--- src/rtl/fir_64_mdc_package.sv ---
// rtl/fir_64_mdc_package.sv - shared types for the fir_64_mdc job sequencer
//
// Purpose : state/status encodings and control/flag bundles used by the
//           job sequencer and the control register file.
// Contents: seq_state_t, seq_status_t, ctrl_seq_t, flags_seq_t.
package fir_64_mdc_package;

  localparam int unsigned SEQ_CNT_W = 32;

  typedef enum logic [2:0] {
    S_IDLE  = 3'd0,
    S_CLEAR = 3'd1,
    S_START = 3'd2,
    S_RUN   = 3'd3,
    S_FLUSH = 3'd4,
    S_DONE  = 3'd5
  } seq_state_t;

  typedef enum logic [1:0] {
    ST_OK      = 2'b00,
    ST_TIMEOUT = 2'b01,
    ST_ABORT   = 2'b10,
    ST_ZLEN    = 2'b11
  } seq_status_t;

  typedef struct packed {
    logic                 trigger;
    logic [SEQ_CNT_W-1:0] len;
    logic                 abort;
  } ctrl_seq_t;

  typedef struct packed {
    logic                 busy;
    logic                 evt;
    seq_status_t          status;
    logic [SEQ_CNT_W-1:0] cnt_y;
  } flags_seq_t;

endpackage

--- src/rtl/fir_64_mdc_seq_watchdog.sv ---
// rtl/fir_64_mdc_seq_watchdog.sv - output-inactivity watchdog for the job sequencer
//
// Purpose : counts enabled cycles without a kick and flags expiry.
// Ports   : clk_i, rst_i (sync, active-high)
//           clr_i    zero the counter (new job)
//           en_i     count this cycle (sequencer in RUN)
//           kick_i   output handshake seen; restarts the count
//           expire_o combinational: this cycle completes TIMEOUT-1 idle cycles
module fir_64_mdc_seq_watchdog #(
  parameter int unsigned TIMEOUT = 4096,
  parameter int unsigned TO_W    = 13
) (
  input  logic clk_i,
  input  logic rst_i,
  input  logic clr_i,
  input  logic en_i,
  input  logic kick_i,
  output logic expire_o
);

  localparam bit              LP_ENABLED = (TIMEOUT != 0);
  localparam logic [TO_W-1:0] LP_LAST    = TO_W'((TIMEOUT == 0) ? 0 : TIMEOUT - 1);

  logic [TO_W-1:0] r_cnt;
  logic [TO_W-1:0] w_cnt_nxt;

  assign w_cnt_nxt = kick_i ? '0 : r_cnt + TO_W'(1);

  // Expiry looks at the value the counter is about to take, so the abort
  // decision lands in the same cycle the count reaches TIMEOUT-1.
  assign expire_o = LP_ENABLED & en_i & ~kick_i & (w_cnt_nxt == LP_LAST);

  always_ff @(posedge clk_i) begin
    if (rst_i || clr_i) begin
      r_cnt <= '0;
    end else if (en_i && LP_ENABLED) begin
      r_cnt <= w_cnt_nxt;
    end
  end

endmodule

--- src/rtl/fir_64_mdc_job_sequencer.sv ---
// rtl/fir_64_mdc_job_sequencer.sv - job-level controller for the fir_64_mdc engine
//
// Purpose : launches a job of len samples, pulses engine clear/start, gates
//           the x_V stream to len beats, counts y_V beats to completion and
//           reports status plus a one-cycle end event.
// Ports   : clk_i, rst_i (sync, active-high)
//           trigger_i, len_i, abort_i       register-file job control
//           eng_ready_i, eng_start_o, eng_clear_o   engine ctrl/flags
//           x_valid_i, x_ready_i, x_en_o    x_V observe + gate
//           y_valid_i, y_ready_i            y_V observe
//           busy_o, evt_o, status_o, cnt_y_o        status to control slave
module fir_64_mdc_job_sequencer
  import fir_64_mdc_package::*;
#(
  parameter int unsigned CNT_W   = 32,
  parameter int unsigned TIMEOUT = 4096,
  parameter int unsigned TO_W    = 13
) (
  input  logic             clk_i,
  input  logic             rst_i,
  input  logic             trigger_i,
  input  logic [CNT_W-1:0] len_i,
  input  logic             abort_i,
  input  logic             eng_ready_i,
  output logic             eng_start_o,
  output logic             eng_clear_o,
  input  logic             x_valid_i,
  input  logic             x_ready_i,
  output logic             x_en_o,
  input  logic             y_valid_i,
  input  logic             y_ready_i,
  output logic             busy_o,
  output logic             evt_o,
  output logic [1:0]       status_o,
  output logic [CNT_W-1:0] cnt_y_o
);

  seq_state_t       r_state, w_state_nxt;
  seq_status_t      r_status, w_status_nxt;
  logic [CNT_W-1:0] r_len;
  logic [CNT_W-1:0] r_cnt_x;
  logic [CNT_W-1:0] r_cnt_y;

  logic w_accept;
  logic w_in_run;
  logic w_x_hs;
  logic w_y_hs;
  logic w_y_last;
  logic w_wd_expire;

  assign w_accept = (r_state == S_IDLE) & trigger_i;
  assign w_in_run = (r_state == S_RUN);
  assign w_x_hs   = x_valid_i & x_ready_i & x_en_o;
  // Output beats only count while the engine is running a job.
  assign w_y_hs   = w_in_run & y_valid_i & y_ready_i;
  assign w_y_last = w_y_hs & ((r_cnt_y + CNT_W'(1)) == r_len);

  fir_64_mdc_seq_watchdog #(
    .TIMEOUT (TIMEOUT),
    .TO_W    (TO_W)
  ) u_watchdog (
    .clk_i    (clk_i),
    .rst_i    (rst_i),
    .clr_i    (w_accept),
    .en_i     (w_in_run),
    .kick_i   (w_y_hs),
    .expire_o (w_wd_expire)
  );

  always_comb begin
    w_state_nxt  = r_state;
    w_status_nxt = r_status;
    eng_start_o  = 1'b0;
    eng_clear_o  = 1'b0;
    x_en_o       = 1'b0;
    busy_o       = 1'b1;
    evt_o        = 1'b0;
    case (r_state)
      S_IDLE: begin
        busy_o = 1'b0;
        if (trigger_i) begin
          if (len_i != '0) begin
            w_status_nxt = ST_OK;
            w_state_nxt  = S_CLEAR;
          end else begin
            w_status_nxt = ST_ZLEN;
            w_state_nxt  = S_DONE;
          end
        end
      end
      S_CLEAR: begin
        eng_clear_o = 1'b1;
        if (abort_i) begin
          w_status_nxt = ST_ABORT;
          w_state_nxt  = S_FLUSH;
        end else begin
          w_state_nxt  = S_START;
        end
      end
      S_START: begin
        // An abort here wins over a ready engine: never start a dropped job.
        if (abort_i) begin
          w_status_nxt = ST_ABORT;
          w_state_nxt  = S_FLUSH;
        end else if (eng_ready_i) begin
          eng_start_o = 1'b1;
          w_state_nxt = S_RUN;
        end
      end
      S_RUN: begin
        x_en_o = (r_cnt_x < r_len);
        if (w_y_last) begin
          w_status_nxt = ST_OK;
          w_state_nxt  = S_DONE;
        end else if (abort_i) begin
          w_status_nxt = ST_ABORT;
          w_state_nxt  = S_FLUSH;
        end else if (w_wd_expire) begin
          w_status_nxt = ST_TIMEOUT;
          w_state_nxt  = S_FLUSH;
        end
      end
      S_FLUSH: begin
        eng_clear_o = 1'b1;
        w_state_nxt = S_DONE;
      end
      S_DONE: begin
        evt_o       = 1'b1;
        w_state_nxt = S_IDLE;
      end
      default: begin
        w_state_nxt = S_IDLE;
      end
    endcase
  end

  always_ff @(posedge clk_i) begin
    if (rst_i) begin
      r_state  <= S_IDLE;
      r_status <= ST_OK;
      r_len    <= '0;
      r_cnt_x  <= '0;
      r_cnt_y  <= '0;
    end else begin
      r_state  <= w_state_nxt;
      r_status <= w_status_nxt;
      if (w_accept) begin
        r_len   <= len_i;
        r_cnt_x <= '0;
        r_cnt_y <= '0;
      end else begin
        // x_en_o already blocks beats at len, so cnt_x saturates there.
        if (w_x_hs) begin
          r_cnt_x <= r_cnt_x + CNT_W'(1);
        end
        if (w_y_hs && (r_cnt_y != r_len)) begin
          r_cnt_y <= r_cnt_y + CNT_W'(1);
        end
      end
    end
  end

  assign status_o = r_status;
  assign cnt_y_o  = r_cnt_y;

endmodule

--- config.mk ---
export PLATFORM = sky130hd
export DESIGN_NAME = fir_64_mdc_job_sequencer
export DESIGN_NICKNAME = d
export VERILOG_FILES = /design/src/rtl/fir_64_mdc_package.sv /design/src/rtl/fir_64_mdc_seq_watchdog.sv /design/src/rtl/fir_64_mdc_job_sequencer.sv
export SDC_FILE = /design/constraint.sdc
export NUM_CORES = 1
export LEC_CHECK = 0
export ABC_AREA = 1
export BUFFER_PORTS_ARGS = -buffer_cell sky130_fd_sc_hd__buf_2
export CAP_MARGIN = 10
export CORE_AREA = 2 2 124 126
export DETAILED_ROUTE_END_ITERATION = 10
export DIE_AREA = 0 0 126 128
export GPL_TIMING_DRIVEN = 0
export PLACE_DENSITY_LB_ADDON = 0.1
export SYNTH_ARGS = -nofsm -noshare
export SYNTH_HDL_FRONTEND = slang
export SYNTH_SLANG_ARGS = --single-unit
--- constraint.sdc ---
create_clock -name clk_i -period 2.17 [get_ports clk_i]
set_input_delay 0 -clock clk_i [delete_from_list [all_inputs] [get_ports clk_i]]
set_output_delay 0 -clock clk_i [all_outputs]
set_load 0.03 [all_outputs]
Word level (Yosys, flattened, before mapping)
Cells that the tools add are included.
{"block": "word_totals", "register_bits": 114, "output_inout_bits": 39, "in_bits": 41, "wordCells": 65}
{"block": "op_classes", "n_bitwise": 9, "n_mux": 24, "add_sub_neg": 3, "reduce_logical": 10, "n_eq_ne": 12, "order_cmp": 1}
{"operator": "adder 32 x 1 -> 32 bit, second input constant", "n": 2}
{"operator": "== test 32 bit", "n": 1}
{"operator": "< comparator 32 bit", "n": 1}
{"operator": "!= test 32 bit", "n": 1}
{"operator": "nonzero test 32 bit", "n": 1}
{"operator": "2-to-1 mux 3 bit", "n": 8}
{"operator": "case mux 3 bit (5 select lines)", "n": 1}
{"operator": "adder 13 x 1 -> 13 bit, second input constant", "n": 1}
{"operator": "== test 13 x 12 -> 1 bit, second input constant", "n": 1}
{"operator": "2-to-1 mux 13 bit", "n": 1}
{"operator": "2-to-1 mux 2 bit", "n": 6}
{"operator": "AND 1 bit", "n": 8}
{"operator": "2-to-1 mux 1 bit", "n": 7}
{"operator": "== test 3 x 2 -> 1 bit, second input constant", "n": 2}
{"operator": "== test 3 bit, second input constant", "n": 2}
{"operator": "case mux 2 bit (3 select lines)", "n": 1}
{"operator": "OR reduction 2 bit", "n": 3}
{"operator": "!= test 4 x 2 -> 1 bit, second input constant", "n": 1}
{"operator": "AND reduction 4 bit", "n": 1}
{"operator": "== test 3 x 1 -> 1 bit, second input constant", "n": 1}
{"operator": "logical NOT 3 bit", "n": 1}
{"operator": "!= test 3 bit, second input constant", "n": 1}
{"operator": "AND reduction 3 bit", "n": 1}
{"operator": "nonzero test 3 bit", "n": 1}
{"operator": "5 further kinds", "n": 5}

Depth between registers and ports, before layout
Gate-level depths: netlist of run 1.
{"block": "logic_depth", "word_depth": 10, "mapped_depth": 19, "ltp_nobuf": 19}

Cells and area by module
From an unflattened synthesis of run 1, not the netlist that was laid out.
{"block": "hier_totals", "cells_unflattened": 1200, "hier_area_um2": 7926.4}
{"module": "fir_64_mdc_job_sequencer", "seq_area_each_um2": 2021.9, "cells_each": 1065, "instances": 1, "area_per_inst_um2": 7075.5}
{"module": "fir_64_mdc_seq_watchdog", "seq_area_each_um2": 260.2, "cells_each": 135, "instances": 1, "area_per_inst_um2": 850.8}

Worst setup path before layout of run 1
Ideal clock, no wire load.
{"block": "synth_timing", "path_kind": "reg2reg", "start": "register r_cnt_y[0], in the netlist cnt_y_o[0]", "end": "register r_status[1], in the netlist status_o[1]", "setup_time_ns": 0.113, "t_arrival_ns": 2.249, "stages_incl_launch_ff": 19, "required_time_ns": 2.057, "slack_ns": -0.192, "path_buffers": 0, "period_less_slack_ns": 2.362, "cell_sequence": "dfxtp_1 -> ha_1 -> inv_1 -> nor2_2 -> nand2_2 -> nor2_4 -> nand2_2 -> nand2_2 -> nand2_1 -> nand2_1 -> nand2_1 -> nor2_1 -> nand3_1 -> nor2_1 -> nand2_2 -> nand3_4 -> nand3_4 -> nor2_1 -> nor2_1"}
{"block": "synth_between", "elab_chain_len": 5, "word_cells_on_any_way": 7, "cone_classes": "add/sub: 1; eq/ne: 2; mux: 2; bitwise: 1; reduce/logical: 1"}
{"item": "start: declaration", "line": "fir_64_mdc_job_sequencer.sv:42", "text": "logic [CNT_W-1:0] r_cnt_y;"}
{"item": "start signal: assignment", "line": "fir_64_mdc_job_sequencer.sv:157", "text": "r_cnt_y <= r_cnt_y + CNT_W'(1);"}
{"item": "adder 32 x 1 -> 32 bit (*)", "line": "fir_64_mdc_job_sequencer.sv:56", "text": "assign w_y_last = w_y_hs & ((r_cnt_y + CNT_W'(1)) == r_len);"}
{"item": "== test 32 bit (*)", "line": "fir_64_mdc_job_sequencer.sv:56"}
{"item": "AND 1 bit (*)", "line": "fir_64_mdc_job_sequencer.sv:56"}
{"item": "!= test 4 x 2 -> 1 bit (no line) or 2-to-1 mux 2 bit (tied branches)"}
{"item": "AND reduction 4 bit (no line) or case mux 2 bit (3 select lines) (tied branches)"}
{"item": "end signal: assignment", "line": "fir_64_mdc_job_sequencer.sv:146", "text": "r_status <= w_status_nxt;"}
{"item": "end: declaration", "line": "fir_64_mdc_job_sequencer.sv:39", "text": "seq_status_t r_status, w_status_nxt;"}
Every way passes the cells marked *; elsewhere a longest branch is shown, timed or not.
A chain may end at the register's enable or synchronous reset.

Worst setup path in the final report of run 1
{"block": "layout_timing", "start": "register r_len[30]", "end": "register r_cnt_x[18]"}
{"block": "layout_between", "elab_chain_len": 3}
{"item": "start: declaration", "line": "fir_64_mdc_job_sequencer.sv:40", "text": "logic [CNT_W-1:0] r_len;"}
{"item": "start signal: assignment", "line": "fir_64_mdc_job_sequencer.sv:148", "text": "r_len <= len_i;"}
{"item": "< comparator 32 bit", "line": "fir_64_mdc_job_sequencer.sv:111", "text": "x_en_o = (r_cnt_x < r_len);"}
{"item": "2-to-1 mux 1 bit", "line": "fir_64_mdc_job_sequencer.sv:78", "text": "case (r_state)"}
{"item": "AND 1 bit", "line": "fir_64_mdc_job_sequencer.sv:53", "text": "assign w_x_hs = x_valid_i & x_ready_i & x_en_o;"}
{"item": "end signal: assignment", "line": "fir_64_mdc_job_sequencer.sv:154", "text": "r_cnt_x <= r_cnt_x + CNT_W'(1);"}
{"item": "end: declaration", "line": "fir_64_mdc_job_sequencer.sv:41", "text": "logic [CNT_W-1:0] r_cnt_x;"}
Every way passes these cells.

==> metrics.txt, run 1 <==
top cells by area, synth=dfxtp_1, nand2_1, a21oi_1; routed length per instance=17.6 microns; largest net degree at the start of global routing=17; Pleak=4.29 nW; final hold vios=0; initial antenna violation count=0; TritonCTS buffer count=17; starting density of the core=52.3%; Slowest cell on crit path=nor4b_4; Synth Area per Inst=6.71 sq um; grt ovf=0; Top-Level Pins=80; layout cells sized above 1=27.9%; #FFs+latches synth=114; die area=16100 sq um; Power Density=735 nW/um^2; clock buffer depth=2; ys flop type=dfxtp_1; CTS Sinks=114; synth warn=0; worst min-delay path class=in2reg; Worst Setup End Kind=register; FF+latch area=2390 sq um; relative slew slack=61.9%; max-slew violation count=0; clock latency on the worst-skew pair=0.42 ns; detailed placer's ending HPWL=18700 microns; Fillers=1163; failing checks=negative setup slack; max_cap viols=0; skew final=0.00492 ns; GRT Util Overall=31.9%; Die Span X=126 microns; Worst-path clk slew=0.06 ns; Async SR Flop Fraction=0%; routed vias=8822; Setup WS post-layout=-0.219 ns; Slew @ Worst Pin=0.570 ns; VDD IR max=0.000691 V; DRT Pass-1 Iters=5; synthesized area=7780 sq um; crit path max fanout=8; Crit path max-delay family=simple AND/OR/NAND/NOR gates; Final Critical Period=2.39 ns; routability cong.=1.03; area growth from synthesis to layout=37.9%; n_diodes=0; Sum Neg Setup Slack=-7.78 ns; leading cell type in the layout, fill and taps excluded=nand2_1; Startpoint Class=register; first-pass GRT wire length=40400 microns; DR iter-0 viols=868; H-tree depth=4; number of synthesized flops with an enable pin=0; status=finished, violations left; sequential cell area fraction in the yosys report=29.3%; Synth top area share=29.3%; post-layout net count=1421; Post-Syn Nets=1236; CTS tree=built; DRC viols=0; Worst Path Arrival=2.74 ns; final setup vio count=56; Synth area leader=dfxtp_1; Die Height=128 microns; WP buf/inv=4; WS Path Type=reg2reg; worst-path cell chain=inv_2 > ha_4 > nand4_1 > nor3_4 > nor4b_4 > nand2_2 > buf_4 > buf_4 > nand3_4 > clkbuf_16 > nand2_1 > a21oi_1; Post-DRT Antenna Nets=0; Critical Path Max Stage Delay=0.34 ns; Final period util=110%; multi-input logic area=5550 sq um; Syn Inst Count=1160; Worst Path Required=2.52 ns; most frequent cells in the layout=nand2_1, inv_1, a21oi_1; vias per inst=5.71; non-filler instance count after layout=1546; Total Wirelength=27200 microns; crit-path most repeated cell=buf_4; Root Driver=clkbuf_16; vias in the first global route=7889; Yosys cell types=45; Site Rows=45; Core Area=14900 sq um; Max Fclk=419 MHz; RSZ-0062 raised after global routing=yes; Port Buffers=79; # placed instances=1427
-- synthesized netlist by cell type, types with 4 or more instances --
| cell | n |
|---|---|
| nand2_1 | 254 |
| dfxtp_1 | 114 |
| inv_1 | 112 |
| nor2_1 | 107 |
| a21oi_1 | 105 |
| o21ai_0 | 65 |
| nand3_1 | 61 |
| nand4_1 | 57 |
| xor2_1 | 40 |
| xnor2_1 | 37 |
| ha_1 | 35 |
| clkbuf_1 | 33 |
| nor3_1 | 28 |
| nor4_1 | 17 |
| a211oi_1 | 14 |
| nand2_2 | 11 |
| nor2_2 | 11 |
| o21bai_1 | 6 |
| nor2_4 | 5 |
| and3_1 | 4 |
| nand3_4 | 4 |
| nor3b_1 | 4 |
-- report_power, final --
group / switching [mW] / total [mW] / internal [mW]
Combinational: 1.56 / 2.52 / 0.954
Sequential: 0.217 / 2.52 / 2.31
Clock: 1.04 / 2.84 / 1.80
-- per-stage QoR --
step / worst slack [ns] / utilization [%] / instance area [sq um] / total power [mW] / hold slack, ns
floorplan: 0.00211 / - / 7790 / 3.87 / 0.0691
global placement: -0.706 / 56.7 / 8430 / 4.41 / 0.206
detailed placement: -0.720 / 56.7 / 8430 / 4.44 / 0.209
CTS: -0.123 / 68.6 / 10200 / 7.57 / 0.0153
global route: -0.334 / 72.2 / 10700 / 8.23 / 0.0782
finish: -0.219 / 72.2 / 10700 / 7.88 / 0.0315
-- state kept, by name (all words and copies together) (netlist names) --
signal	count
r_cnt_x	32
cnt_y_o	32
u_watchdog.r_cnt	13
r_len	32
r_state	3
status_o	2
-- tightest hold or removal path, cell delays in order --
cell     delay [ns]
buf_2          0.10
inv_1          0.07
nand2_1        0.09
nand4_1        0.10
nor2_1         0.04
-- final timing paths --
path,end,from,cells after the start,slack [ns]
min,r_state[2],eng_ready_i,5,0.03
max reg2reg,r_cnt_x[18],r_len[30],12,-0.22
min reg2reg,r_len[31],r_len[31],2,0.49
max,r_cnt_x[18],r_len[30],12,-0.22
-- area by class of cell --
class / instances / area share [%]
sequential: 114 / 22.3
multi-input combinational: 891 / 51.7
clock inverter: 9 / 0.980
buffer: 36 / 2.38
tap: 188 / 2.19
timing repair buffer: 168 / 11.7
inverter: 117 / 4.16
clock buffer: 23 / 4.55
-- routing by layer --
layer,GRT usage (%),vias to the layer above,wire (microns)
li1,-,4293,-
met1,40.1,4071,11200
met2,53.2,367,12900
met3,5.97,91,1760
met4,14.7,0,1260
met5,0,-,0
-- repair_timing --
item | CTS | global route
hold buffers | 33 | 0
pin swaps | 38 | 34
gates resized for setup | 161 | 98
gates cloned | 3 | 3
setup endpoints to repair | 78 | 77
buffers inserted | 41 | 13
endpoints found under the hold margin | 34 | 0
-- cells by family after synthesis --
group                    share of synthesized area [%]
AO/OA/AOI/OAI                                     13.9
XOR/XNOR                                          8.67
adder cells (fa/ha/maj)                           5.63
buffers and inverters                             7.67
flip-flops                                        29.3
AND/OR/NAND/NOR                                   34.8
(Power assumes the default switching activity.)
==> run 2: changes to the inputs <==
- ABC_AREA: 1 -> not set
- CORE_AREA: 2 2 124 126 -> 2 2 120 122
- DIE_AREA: 0 0 126 128 -> 0 0 122 124
==> run 2 against run 1 <==
The run still ends with negative setup slack left. Largest cell class unchanged. First-iteration DRC count decreased by 5.9%. Critical path type unchanged. Largest power group unchanged. Sequential share of layout area decreased by 0.061 points. Sequential power down 5%.
==> metrics.txt, run 2 <==
Worst R2R Start=r_len[20]; Site Rows=43; number of synthesized flops with an enable pin=0; layout cells sized above 1=36.6%; relative slew slack=21.6%; Worst-path clk slew=0.06 ns; TritonCTS buffer count=17; Placed Area=8130 sq um; Post-Syn Nets=1017; count leader, synth=nand2_1; crit path max fanout=6; ys flop type=dfxtp_1; status=finished, violations left; routed vias=8193; Synth Area per Inst=7.75 sq um; DRC viols=0; Hold Crit Start=x_valid_i; Max Fclk=369 MHz; Slew @ Worst Pin=1.18 ns; Final Critical Period=2.71 ns; Sum Neg Setup Slack=-25.87 ns; starting density of the core=53.2%; worst-path cell chain=inv_2 > ha_2 > or4_4 > o21ai_2 > a21oi_2 > nor3_4 > o211ai_2 > buf_6 > buf_6 > buf_8 > or3_4 > a21oi_2; post-layout net count=1226; hold_ws=0.00758 ns; VDD IR max=0.000604 V; area growth from synthesis to layout=49.2%; crit path from=r_len[20]; sequential cell area fraction in the yosys report=31.3%; Final period util=125%; CTS Sinks=114; total power=7.69 mW; max_cap viols=0; grt ovf=0; Pleak=4.24 nW; synth warn=0; Worst Path Required=2.52 ns; vias per inst=6.10; clock latency on the worst-skew pair=0.42 ns; skew final=0.00795 ns; Final Cell Area=10900 sq um; initial antenna violation count=1; Post-synth top cells=nand2_1, dfxtp_1, a21oi_1; R2R cell count=12; routability cong.=0.906; first-pass GRT wire length=39000 microns; final hold vios=0; Die Span X=122 microns; Async SR Flop Fraction=0%; failing checks=negative setup slack; Total Wirelength=26600 microns; Syn Inst Count=941; Die Height=124 microns; largest net degree at the start of global routing=17; die area=15100 sq um; CTS tree=built; vias in the first global route=7475; top cells by area, synth=dfxtp_1, xor2_1, nand2_1; non-filler instance count after layout=1343; hold path cells=4; DR iter-0 viols=817; clock buffer depth=2; worst min-delay path class=in2reg; Synth area leader=dfxtp_1; Slowest cell on crit path=or4_4; #FFs+latches synth=114; max-slew violation count=0; Critical Path Max Stage Delay=0.57 ns; Power Density=706 nW/um^2; Worst Path Arrival=3.06 ns; final setup vio count=70; Top-Level Pins=80; RSZ-0062 raised after global routing=yes; detailed placer's ending HPWL=15800 microns; Core Area=13700 sq um; Synth top area share=31.3%; Setup WS post-layout=-0.539 ns; WS Path Type=reg2reg; GRT Util Overall=33.3%; Startpoint Class=register; most frequent cells in the layout=nand2_1, buf_2, nor2_1; n_diodes=0; DRT Pass-1 Iters=5; H-tree depth=4; synthesized area=7300 sq um; Yosys cell types=61; routed length per instance=19.8 microns; leading cell type in the layout, fill and taps excluded=nand2_1; Worst Setup End Kind=register; reg2reg setup slack=-0.54 ns; # placed instances=1200; Post-DRT Antenna Nets=0; Port Buffers=79; Root Driver=clkbuf_16
[run 2: area by class of cell]
class / count / area, sq um
plain buffers: 42 / 278
clock buffers: 22 / 464
clock inverters: 10 / 133
fillers: 911 / 2830
inverters: 41 / 159
multi-input cells: 736 / 5650
flip-flops and latches: 114 / 2420
well taps: 180 / 225
repair buffers: 198 / 1550
[run 2: timing repair]
item / in CTS / in global routing
gates cloned: 4 / 0
pin swaps: 73 / 51
hold endpoints to repair: 36 / 0
hold buffers: 38 / 0
gates resized for setup: 178 / 98
buffers inserted: 71 / 20
setup endpoints to repair: 104 / 113
[run 2: path summary, 6_finish.rpt]
check	to
max reg2reg	r_cnt_x[5]
max	r_cnt_x[5]
min reg2reg	r_len[11]
min	r_cnt_x[1]
[run 2: power by group]
part	switching, mW	internal, mW
Clock	1.00	1.85
Combinational	1.45	0.985
Sequential	0.172	2.23
[run 2: cell families (layout without fill, tap and decap cells)]
| group | after synthesis | after routing | share of synthesized area [%] |
|---|---|---|---|
| mux | 14 | 14 | 1.92 |
| flops | 114 | 114 | 31.3 |
| fa+ha+maj | 35 | 35 | 6.00 |
| simple gates | 431 | 431 | 31.4 |
| xor+xnor | 86 | 86 | 10.3 |
| compound gates | 170 | 170 | 14.0 |
| buf+inv | 91 | 313 | 4.99 |
[run 2: layer usage]
metal | global-route usage (%) | part of all wire, % | up-vias
met3 | 6.68 | 7.3 | 81
met5 | 0 | 0 | -
met2 | 56.6 | 48 | 400
met4 | 9.70 | 2.7 | 0
li1 | - | - | 3799
met1 | 42.9 | 42 | 3913
[run 2: stage by stage]
stage          setup WS, ns  utilization, %
4_1_cts              -0.474            75.4
3_3_place_gp         -0.838            59.3
2_1_floorplan        -0.271               -
5_1_grt              -0.604            79.4
6_report             -0.539            79.4
3_5_place_dp         -0.823            59.3
[run 2: worst max-delay path, delay by kind of cell (launching register included)]
kind,cells,cell delay (ns)
AND/OR/NAND/NOR,3,1.14
AO/OA/AOI/OAI,4,0.52
buffers and inverters,4,0.46
flip-flops,1,0.35
adder cells (fa/ha/maj),1,0.16
==> run 3: changes to the inputs <==
- PLACE_DENSITY_LB_ADDON: 0.1 -> 0.3
==> run 3 against run 2 <==
The flow still finishes with violations (negative setup slack). Sequential cell count stayed put. Highest routed layer unchanged. Wire length is 3.0% higher. Via count is 3.4% higher. Worst setup slack worse by 0.18 ns. Hold slack better by 0.055 ns. Power is 0.19% lower.
==> metrics.txt, run 3 (synthesized netlist as in run 2, its figures left out) <==
Root Driver=clkbuf_16; crit-path most repeated cell=a21oi_2; CTS tree=built; Crit path max-delay family=simple AND/OR/NAND/NOR gates; max-slew violation count=0; Placed Area=8130 sq um; Die Height=124 microns; Slowest cell on crit path=or4_1; grt ovf=0; Max Fclk=346 MHz; Port Buffers=79; DR iter-0 viols=991; routed vias=8468; final setup vio count=70; Worst Path Arrival=3.25 ns; WS Path Type=reg2reg; post-layout net count=1219; area growth from synthesis to layout=46.7%; largest net degree at the start of global routing=17; TritonCTS buffer count=17; Core Area=13700 sq um; Worst Path Required=2.53 ns; status=finished, violations left; clock buffer depth=2; first-pass GRT wire length=40100 microns; DRT Pass-1 Iters=6; WP buf/inv=2; Worst-path clk slew=0.06 ns; skew final=0.00849 ns; Final Critical Period=2.89 ns; Post-DRT Antenna Nets=0; leading cell type in the layout, fill and taps excluded=nand2_1; Final Cell Area=10700 sq um; routed length per instance=20.5 microns; Final period util=133%; initial antenna violation count=0; vias in the first global route=7764; detailed placer's ending HPWL=15600 microns; Top-Level Pins=80; relative slew slack=29.2%; CTS Sinks=114; die area=15100 sq um; VDD IR max=0.000800 V; worst-path cell chain=ha_1 > nor4_1 > a2111oi_1 > o21ai_2 > a21oi_2 > nor3_4 > o211ai_4 > buf_6 > buf_12 > or4_1 > a21oi_2; GRT Util Overall=34.4%; Power Density=717 nW/um^2; DRC viols=0; worst min-delay path class=in2reg; Die Span X=122 microns; clock latency on the worst-skew pair=0.43 ns; routability cong.=0.974; n_diodes=0; Sum Neg Setup Slack=-24.53 ns; Slew @ Worst Pin=1.06 ns; Critical Path Max Stage Delay=0.51 ns; failing checks=negative setup slack; H-tree depth=4; most frequent cells in the layout=nand2_1, buf_2, nor2_1; Site Rows=43; Total Wirelength=27400 microns; vias per inst=6.34; RSZ-0062 raised after global routing=yes; final hold vios=0; Pleak=4.19 nW; Worst Setup End Kind=register; layout cells sized above 1=35.6%; crit path max fanout=6; Startpoint Class=register; starting density of the core=53.2%; Setup WS post-layout=-0.722 ns; max_cap viols=0
## run 3: per-layer routing
| layer | GRT usage, % | up-vias | wire [microns] |
|---|---|---|---|
| li1 | - | 3765 | - |
| met1 | 41.7 | 3975 | 10200 |
| met2 | 58.7 | 582 | 13300 |
| met3 | 7.55 | 146 | 2590 |
| met4 | 14.9 | 0 | 1280 |
| met5 | 0 | - | 0 |
## run 3: final cells by class
class,instances,area (sq um)
inverter,41,159
sequential,114,2400
clock buffer,21,450
timing repair buffer,191,1440
buffer,42,287
clock inverter,11,111
multi-input combinational,736,5630
tap,180,225
fill,846,3010
## run 3: metrics by stage
stage               hold WS, ns  worst slack, ns  util [%]  instances  power, mW
finish                   0.0628           -0.722      78.0       1336       7.67
global route             0.0971           -0.759      78.0       1336       7.92
CTS                      0.0423           -0.491      74.7       1326       7.29
detailed placement        0.262           -0.983      59.3       1200       4.09
global placement          0.258           -0.963      59.3       1200       4.08
floorplan                 0.128           -0.271         -        941       3.59
## run 3: worst reg2reg max path: cells and delay by family, from the launching register on
kind	cells	cell delay, ns
AOI/OAI and AO/OA	5	0.61
buffers and inverters	2	0.28
and+or+nand+nor	3	1.14
DFF	1	0.47
adders and majority gates	1	0.32
## run 3: worst paths after layout
kind,depth (start not counted),to,slack (ns),from
setup reg to reg,11,r_cnt_x[14],-0.72,r_cnt_x[21]
hold reg to reg,2,r_cnt_x[30],0.49,r_cnt_x[30]
hold / removal,4,r_cnt_x[1],0.06,x_valid_i
setup / recovery,11,r_cnt_x[14],-0.72,r_cnt_x[21]
## run 3: power breakdown
part | internal [mW] | total [mW] | switching [mW]
Sequential | 2.22 | 2.37 | 0.151
Combinational | 1.04 | 2.55 | 1.51
Clock | 1.70 | 2.75 | 1.05
## run 3: what timing repair did
| action | 4_1_cts | 5_1_grt |
|---|---|---|
| endpoints found under the setup margin | 111 | 100 |
| gates resized for setup | 171 | 90 |
| hold buffers | 38 | 0 |
| gates cloned | 3 | 0 |
| endpoints found under the hold margin | 38 | 0 |
| buffers inserted | 60 | 13 |
| pin swaps | 67 | 55 |
